**src/rtl/tron_pkg.sv**
```systemverilog
// Shared types and helpers for the TRON direction controller.
package tron_pkg;

  typedef enum logic [1:0] {
    UP    = 2'b00,
    RIGHT = 2'b01,
    DOWN  = 2'b10,
    LEFT  = 2'b11
  } dir_t;

  localparam int MAX_PLAYERS = 4;

  // The bit-1 flip maps UP<->DOWN and RIGHT<->LEFT.
  function automatic dir_t opposite(input dir_t d);
    return dir_t'(d ^ 2'b10);
  endfunction

endpackage

```
**src/rtl/tron_dir_fifo.sv**
```systemverilog
// Per-player pending-turn queue: head is entry 0, pops shift toward the head.
// With OVERWRITE set, a push into a full queue replaces the newest entry.
module tron_dir_fifo
  import tron_pkg::*;
#(
  parameter int DEPTH     = 2,
  parameter bit OVERWRITE = 1'b0
) (
  input  logic       CLOCK_50,
  input  logic       reset,
  input  logic       clear,
  input  logic       push,
  input  logic       pop,
  input  dir_t       din,
  output dir_t       head,
  output logic [2:0] count,
  output logic       full
);

  localparam logic [2:0] DEPTH_C = 3'(DEPTH);

  dir_t       mem   [DEPTH];
  dir_t       mem_n [DEPTH];
  logic [2:0] count_n;

  // A pop is applied before the push so a full queue can accept a push on a pop cycle.
  always_comb begin
    mem_n   = mem;
    count_n = count;
    if (pop && (count != 3'd0)) begin
      for (int i = 0; i < DEPTH - 1; i++) mem_n[i] = mem[i + 1];
      count_n = count - 3'd1;
    end
    if (push) begin
      if (count_n != DEPTH_C) begin
        for (int i = 0; i < DEPTH; i++) begin
          if (3'(i) == count_n) mem_n[i] = din;
        end
        count_n = count_n + 3'd1;
      end else if (OVERWRITE) begin
        mem_n[DEPTH - 1] = din;
      end
    end
  end

  always_ff @(posedge CLOCK_50) begin
    mem <= mem_n;
  end

  always_ff @(posedge CLOCK_50 or posedge reset) begin
    if (reset)      count <= 3'd0;
    else if (clear) count <= 3'd0;
    else            count <= count_n;
  end

  assign head = mem[0];
  assign full = (count == DEPTH_C);

endmodule

```
**src/rtl/tron_dir_ctrl.sv**
```systemverilog
// Multi-player TRON direction controller: filters turn requests and applies one per tick.
// Build option TRON_DIR_QUEUE_EN: per-player FIFO of QDEPTH entries; otherwise a single overwritable slot.
module tron_dir_ctrl
  import tron_pkg::*;
#(
  parameter int                         NUM_PLAYERS = 2,
  parameter int                         QDEPTH      = 2,
  parameter logic [2*NUM_PLAYERS-1:0]   INIT_DIRS   = 4'b1101
) (
  input  logic                       CLOCK_50,
  input  logic                       reset,
  input  logic                       clear,
  input  logic                       tick,
  input  logic [NUM_PLAYERS-1:0]     dir_valid,
  input  logic [2*NUM_PLAYERS-1:0]   dir_req,
  output logic [2*NUM_PLAYERS-1:0]   dir_out,
  output logic [NUM_PLAYERS-1:0]     turned,
  output logic [NUM_PLAYERS-1:0]     dropped,
  output logic [NUM_PLAYERS-1:0]     q_full
);

`ifdef TRON_DIR_QUEUE_EN
  localparam int FDEPTH    = QDEPTH;
  localparam bit OVERWRITE = 1'b0;
`else
  localparam int FDEPTH    = (QDEPTH > 1) ? 1 : QDEPTH;
  localparam bit OVERWRITE = 1'b1;
`endif

  for (genvar p = 0; p < NUM_PLAYERS; p++) begin : g_player
    dir_t       req, head, cur_dir, chk_dir;
    logic [2:0] count;
    logic       full, pop, legal, push, drop, turned_r, dropped_r;

    assign req   = dir_t'(dir_req[2*p +: 2]);
    assign pop   = tick && (count != 3'd0);
    assign legal = dir_valid[p] && (req != chk_dir) && (req != opposite(chk_dir));

`ifdef TRON_DIR_QUEUE_EN
    dir_t ref_dir;

    assign chk_dir = ref_dir;
    assign push    = legal && (!full || pop);
    assign drop    = legal && full && !pop;

    always_ff @(posedge CLOCK_50 or posedge reset) begin
      if (reset)      ref_dir <= dir_t'(INIT_DIRS[2*p +: 2]);
      else if (clear) ref_dir <= dir_t'(INIT_DIRS[2*p +: 2]);
      else if (push)  ref_dir <= req;
    end
`else
    // Check against the direction that will be in force after this cycle's pop.
    assign chk_dir = pop ? head : cur_dir;
    assign push    = legal;
    assign drop    = 1'b0;
`endif

    tron_dir_fifo #(
      .DEPTH     (FDEPTH),
      .OVERWRITE (OVERWRITE)
    ) u_fifo (
      .CLOCK_50 (CLOCK_50),
      .reset    (reset),
      .clear    (clear),
      .push     (push),
      .pop      (pop),
      .din      (req),
      .head     (head),
      .count    (count),
      .full     (full)
    );

    always_ff @(posedge CLOCK_50 or posedge reset) begin
      if (reset) begin
        cur_dir   <= dir_t'(INIT_DIRS[2*p +: 2]);
        turned_r  <= 1'b0;
        dropped_r <= 1'b0;
      end else if (clear) begin
        cur_dir   <= dir_t'(INIT_DIRS[2*p +: 2]);
        turned_r  <= 1'b0;
        dropped_r <= 1'b0;
      end else begin
        if (pop) cur_dir <= head;
        turned_r  <= pop;
        dropped_r <= drop;
      end
    end

    assign dir_out[2*p +: 2] = cur_dir;
    assign turned[p]         = turned_r;
    assign dropped[p]        = dropped_r;
    assign q_full[p]         = full;
  end

endmodule

```
**config.mk**
```make
export PLATFORM = sky130hd
export DESIGN_NAME = tron_dir_ctrl
export DESIGN_NICKNAME = d
export VERILOG_FILES = /design/src/rtl/tron_pkg.sv /design/src/rtl/tron_dir_fifo.sv /design/src/rtl/tron_dir_ctrl.sv
export SDC_FILE = /design/constraint.sdc
export NUM_CORES = 1
export LEC_CHECK = 0
export ABC_AREA = 1
export CORE_ASPECT_RATIO = 0.9
export CORE_UTILIZATION = 30
export DETAILED_ROUTE_END_ITERATION = 8
export PLACE_DENSITY = 0.49
export SLEW_MARGIN = 20
export SYNTH_ARGS = -nofsm -noshare
export SYNTH_HDL_FRONTEND = slang
export SYNTH_SLANG_ARGS = --single-unit
```
**constraint.sdc**
```tcl
create_clock -name CLOCK_50 -period 1.6 [get_ports CLOCK_50]
set_input_delay 0.32 -clock CLOCK_50 [delete_from_list [all_inputs] [get_ports CLOCK_50]]
set_output_delay 0.32 -clock CLOCK_50 [all_outputs]
set_load 0.01 [all_outputs]
```
==> metrics.md, run 1 <==
| Metric | Value |
|---|---|
| Status | finished, violations left |
| Failing checks | setup timing |
| Worst Setup Start Kind | flop |
| Cell variety after synth | 16 |
| Design Area, Final | 1760 um^2 |
| Core area | 3480 um^2 |
| DRT Pass-1 Iters | 4 |
| Port bufs | 17 |
| Latest clock arrival within the worst-skew pair | 250 ps |
| RSZ-0062 raised after global routing | true |
| Final period util | 102% |
| Final WL | 2610 um |
| Fillers | 322 |
| CTS tree | done |
| Pin count of the biggest net entering global routing | 13 |
| Deepest clock path buffer count | 2 |
| Register area | 424 um^2 |
| Worst stage delay on the critical path | 410 ps |
| First-pass GRT wire length | 4350 um |
| Most used cell, CP | nand2_1 |
| Asr flop ratio synth | 75.0% |
| Area delta synth->final | 57.6% |
| Synth cell count leaders | nand2_1 (54), inv_1 (26), nand3_1 (17), nor2_1 (17), dfrtp_1 (9) |
| Syn_area_per_cell | 7.03 um^2 |
| Io pins | 20 |
| Detail Route Antenna Nets | 0 |
| Dpl hpwl | 1920 um |
| VDD IR-drop max | 0.779 mV |
| Critical-path cell list | inv_2, ha_4, nand2_4, nand2_4, buf_4, nand2_1, nand3b_1, nand3_2, buf_4, nand2_1, nand2_1, nor2_1 |
| Chip width | 66.3 um |
| Post-synthesis cell area | 1120 um^2 |
| Crit path max fanout | 6 |
| Starting Density | 32.1% |
| Nets | 221 |
| R2R cell count | 12 |
| Worst Path Arrival | 1810 ps |
| Most frequent cell after synthesis | nand2_1 |
| Slew HR | 66.3% |
| Required time worst endpoint | 1780 ps |
| Clk Tree Root Cell | clkbuf_8 |
| Reg-to-reg critical path endpoint | g_player[1].u_fifo.count[2]$_DFF_PP0_ |
| Share of cells above drive strength 1 | 39.1% |
| Worst setup path class | flop to flop |
| CTS Sinks | 16 |
| Core Rows | 20 |
| Routability Congestion | 0.782 |
| Final Skew | 1.70 ps |
| Vias in the first global route | 1035 |
| Synth top area share | 20.2% |
| DIE AREA | 3970 um^2 |
| Max-Cap Viols | 0 |
| Placed Cells | 237 |
| Ant. Diodes | 0 |
| Power per Cell Area | 1620 nW/um^2 |
| Tot Pwr | 2.86 mW |
| Setup slack, reg-to-reg | -30 ps |
| Final Max Tran Viols | 0 |
| Flops & latches, synth | 16 |
| Clk slew on worst S/H paths | 60 ps |
| Reg2reg start | g_player[1].u_fifo.count[0]$_DFF_PP0_ |
| Global route overflow | 0 |
| Die height | 59.9 um |
| Maximum clock rate | 612 MHz |
| Leakage power | 0.906 nW |
| Post-placement worst setup slack | -324 ps |
| Hold Crit Class | primary input to asynchronous set/reset pin |
| Placed Area | 1530 um^2 |
| Drt initial violations | 24 |
| Dominant cell type by area after synthesis | dfrtp_1 |
| Sequential cell area fraction in the yosys report | 38.0% |
| Total number of vias | 1072 |
| Multi-input logic area | 721 um^2 |
| Tightest Pin Transition | 505 ps |
| EDFF count, synth | 4 |
| Launch point of the worst path | g_player[1].u_fifo.count[0]$_DFF_PP0_ |
| Final Hold Viols | 0 |
| Cells after Synth | 159 |
| WHS | 401 ps |
| Slowest CP cell | dfrtp_1 |
| Critical path capture point type | flop |
| Ys flop type | dfrtp_1 |
| Final worst slack | -32.7 ps |
| Yosys warning count | 0 |
| CTS Hold Buffers Added | 0 |
| Tot GR Track Use | 14.6% |
| Initial antenna violation count | 0 |
| Fin cells | 246 |
| Minimum clock period | 1630 ps |
| H-tree depth | 1 |
| # DRC | 0 |
| CTS buffer count | 3 |
| Synth area leaders | dfrtp_1 (20%), nand2_1 (18%), edfxtp_1 (11%) |
| Average wire per cell in the routed design | 10.6 um |
| Final-report setup violation count | 5 |
| Drt via density | 4.36 |
power breakdown:
part	total [mW]	switching, mW	internal (mW)	leakage (nW)
registers	0.609	0.0648	0.545	0.186
logic	1.94	1.02	0.919	0.696
clock network	0.307	0.137	0.170	0.0231
total	2.86	1.23	1.63	0.906
worst max-delay path, delay by kind of cell, from the launching register on:
family | cells | cell delay, ps
adders and majority gates | 1 | 150
buffers and inverters | 3 | 370
DFF | 1 | 410
and+or+nand+nor | 8 | 630
kinds of logic (layout without fill, tap and decap cells):
logic type	Yosys count	count (layout)	synth area share, %
simple gates	97	97	37.6
buf+inv	34	76	13.8
flops	16	16	38.0
fa+ha+maj	8	8	8.96
compound gates	3	3	1.34
other cells	1	2	0.336
layout make-up:
type	count	share of cell area, %
Multi-Input combinational cell	110	40.9
Sequential cell	16	24.1
Timing Repair Buffer	46	23.7
Inverter	26	5.54
Tap cell	44	3.13
Clock buffer	3	2.35
Clock inverter	1	0.213
state kept, by name, indices dropped and copies added (netlist names):
register and flops:
g_player.cur_dir 4, g_player.u_fifo.count 6, g_player.turned_r 2, g_player.u_fifo.head 4
cell usage in the layout (no fill, tap or decap), types with 4 or more instances in the layout:
master / instances
inv_1: 18
nand3_2: 6
dfrtp_1: 9
clkdlybuf4s50_1: 11
nand2_4: 7
ha_4: 4
nand3_1: 13
nand2_2: 11
inv_2: 8
nand2_1: 39
buf_4: 25
edfxtp_1: 4
dlygate4sd2_1: 4
nor2_1: 13
what timing repair did:
action / 4_1_cts / 5_1_grt
endpoints found under the hold margin: 0 / 0
resized for setup: 23 / 31
buffers inserted: 1 / 4
gates cloned: 1 / 0
setup endpoints to repair: 12 / 10
pin swaps: 4 / 16
routing by layer:
metal,up-vias,share of wire (%),GRT usage (%)
met4,0,0.31,2.13
met2,23,46,23.3
met3,2,4.6,4.20
li1,562,-,-
met1,485,49,19.9
met5,-,0,0
per-stage QoR:
stage / setup TNS [ps] / utilization (%)
6_report: -101 / 50.6
5_1_grt: -991 / 50.6
4_1_cts: 0 / 46.7
3_5_place_dp: -2660 / 43.8
3_3_place_gp: -2490 / 43.8
2_1_floorplan: 0 / -
worst max path at each step:
stage | to | depth (start not counted)
3_5_place_dp | g_player[1].u_fifo.count[2]$_DFF_PP0_ | 14
5_1_grt | g_player[1].u_fifo.count[2]$_DFF_PP0_ | 15
4_1_cts | g_player[1].u_fifo.count[2]$_DFF_PP0_ | 16
3_3_place_gp | g_player[0].u_fifo.head[1]$_DFFE_PP_ | 8
2_1_floorplan | g_player[0].u_fifo.count[2]$_DFF_PP0_ | 16
6_report | g_player[1].u_fifo.count[2]$_DFF_PP0_ | 12
Power figures use the tool's default switching activity.
==> inputs of run 2 (changes only) <==
- CAP_MARGIN: unset -> 40
- GPL_ROUTABILITY_DRIVEN: unset -> 0
==> results of run 2 <==
Same layout as run 1: the final DEF is identical, and so are final timing and power.
==> inputs of run 3 (changes only) <==
- CTS_BUF_LIST: unset -> sky130_fd_sc_hd__clkbuf_4 sky130_fd_sc_hd__clkbuf_8
==> results of run 3 <==
Same layout as run 1: the final DEF is identical, and so are final timing and power.
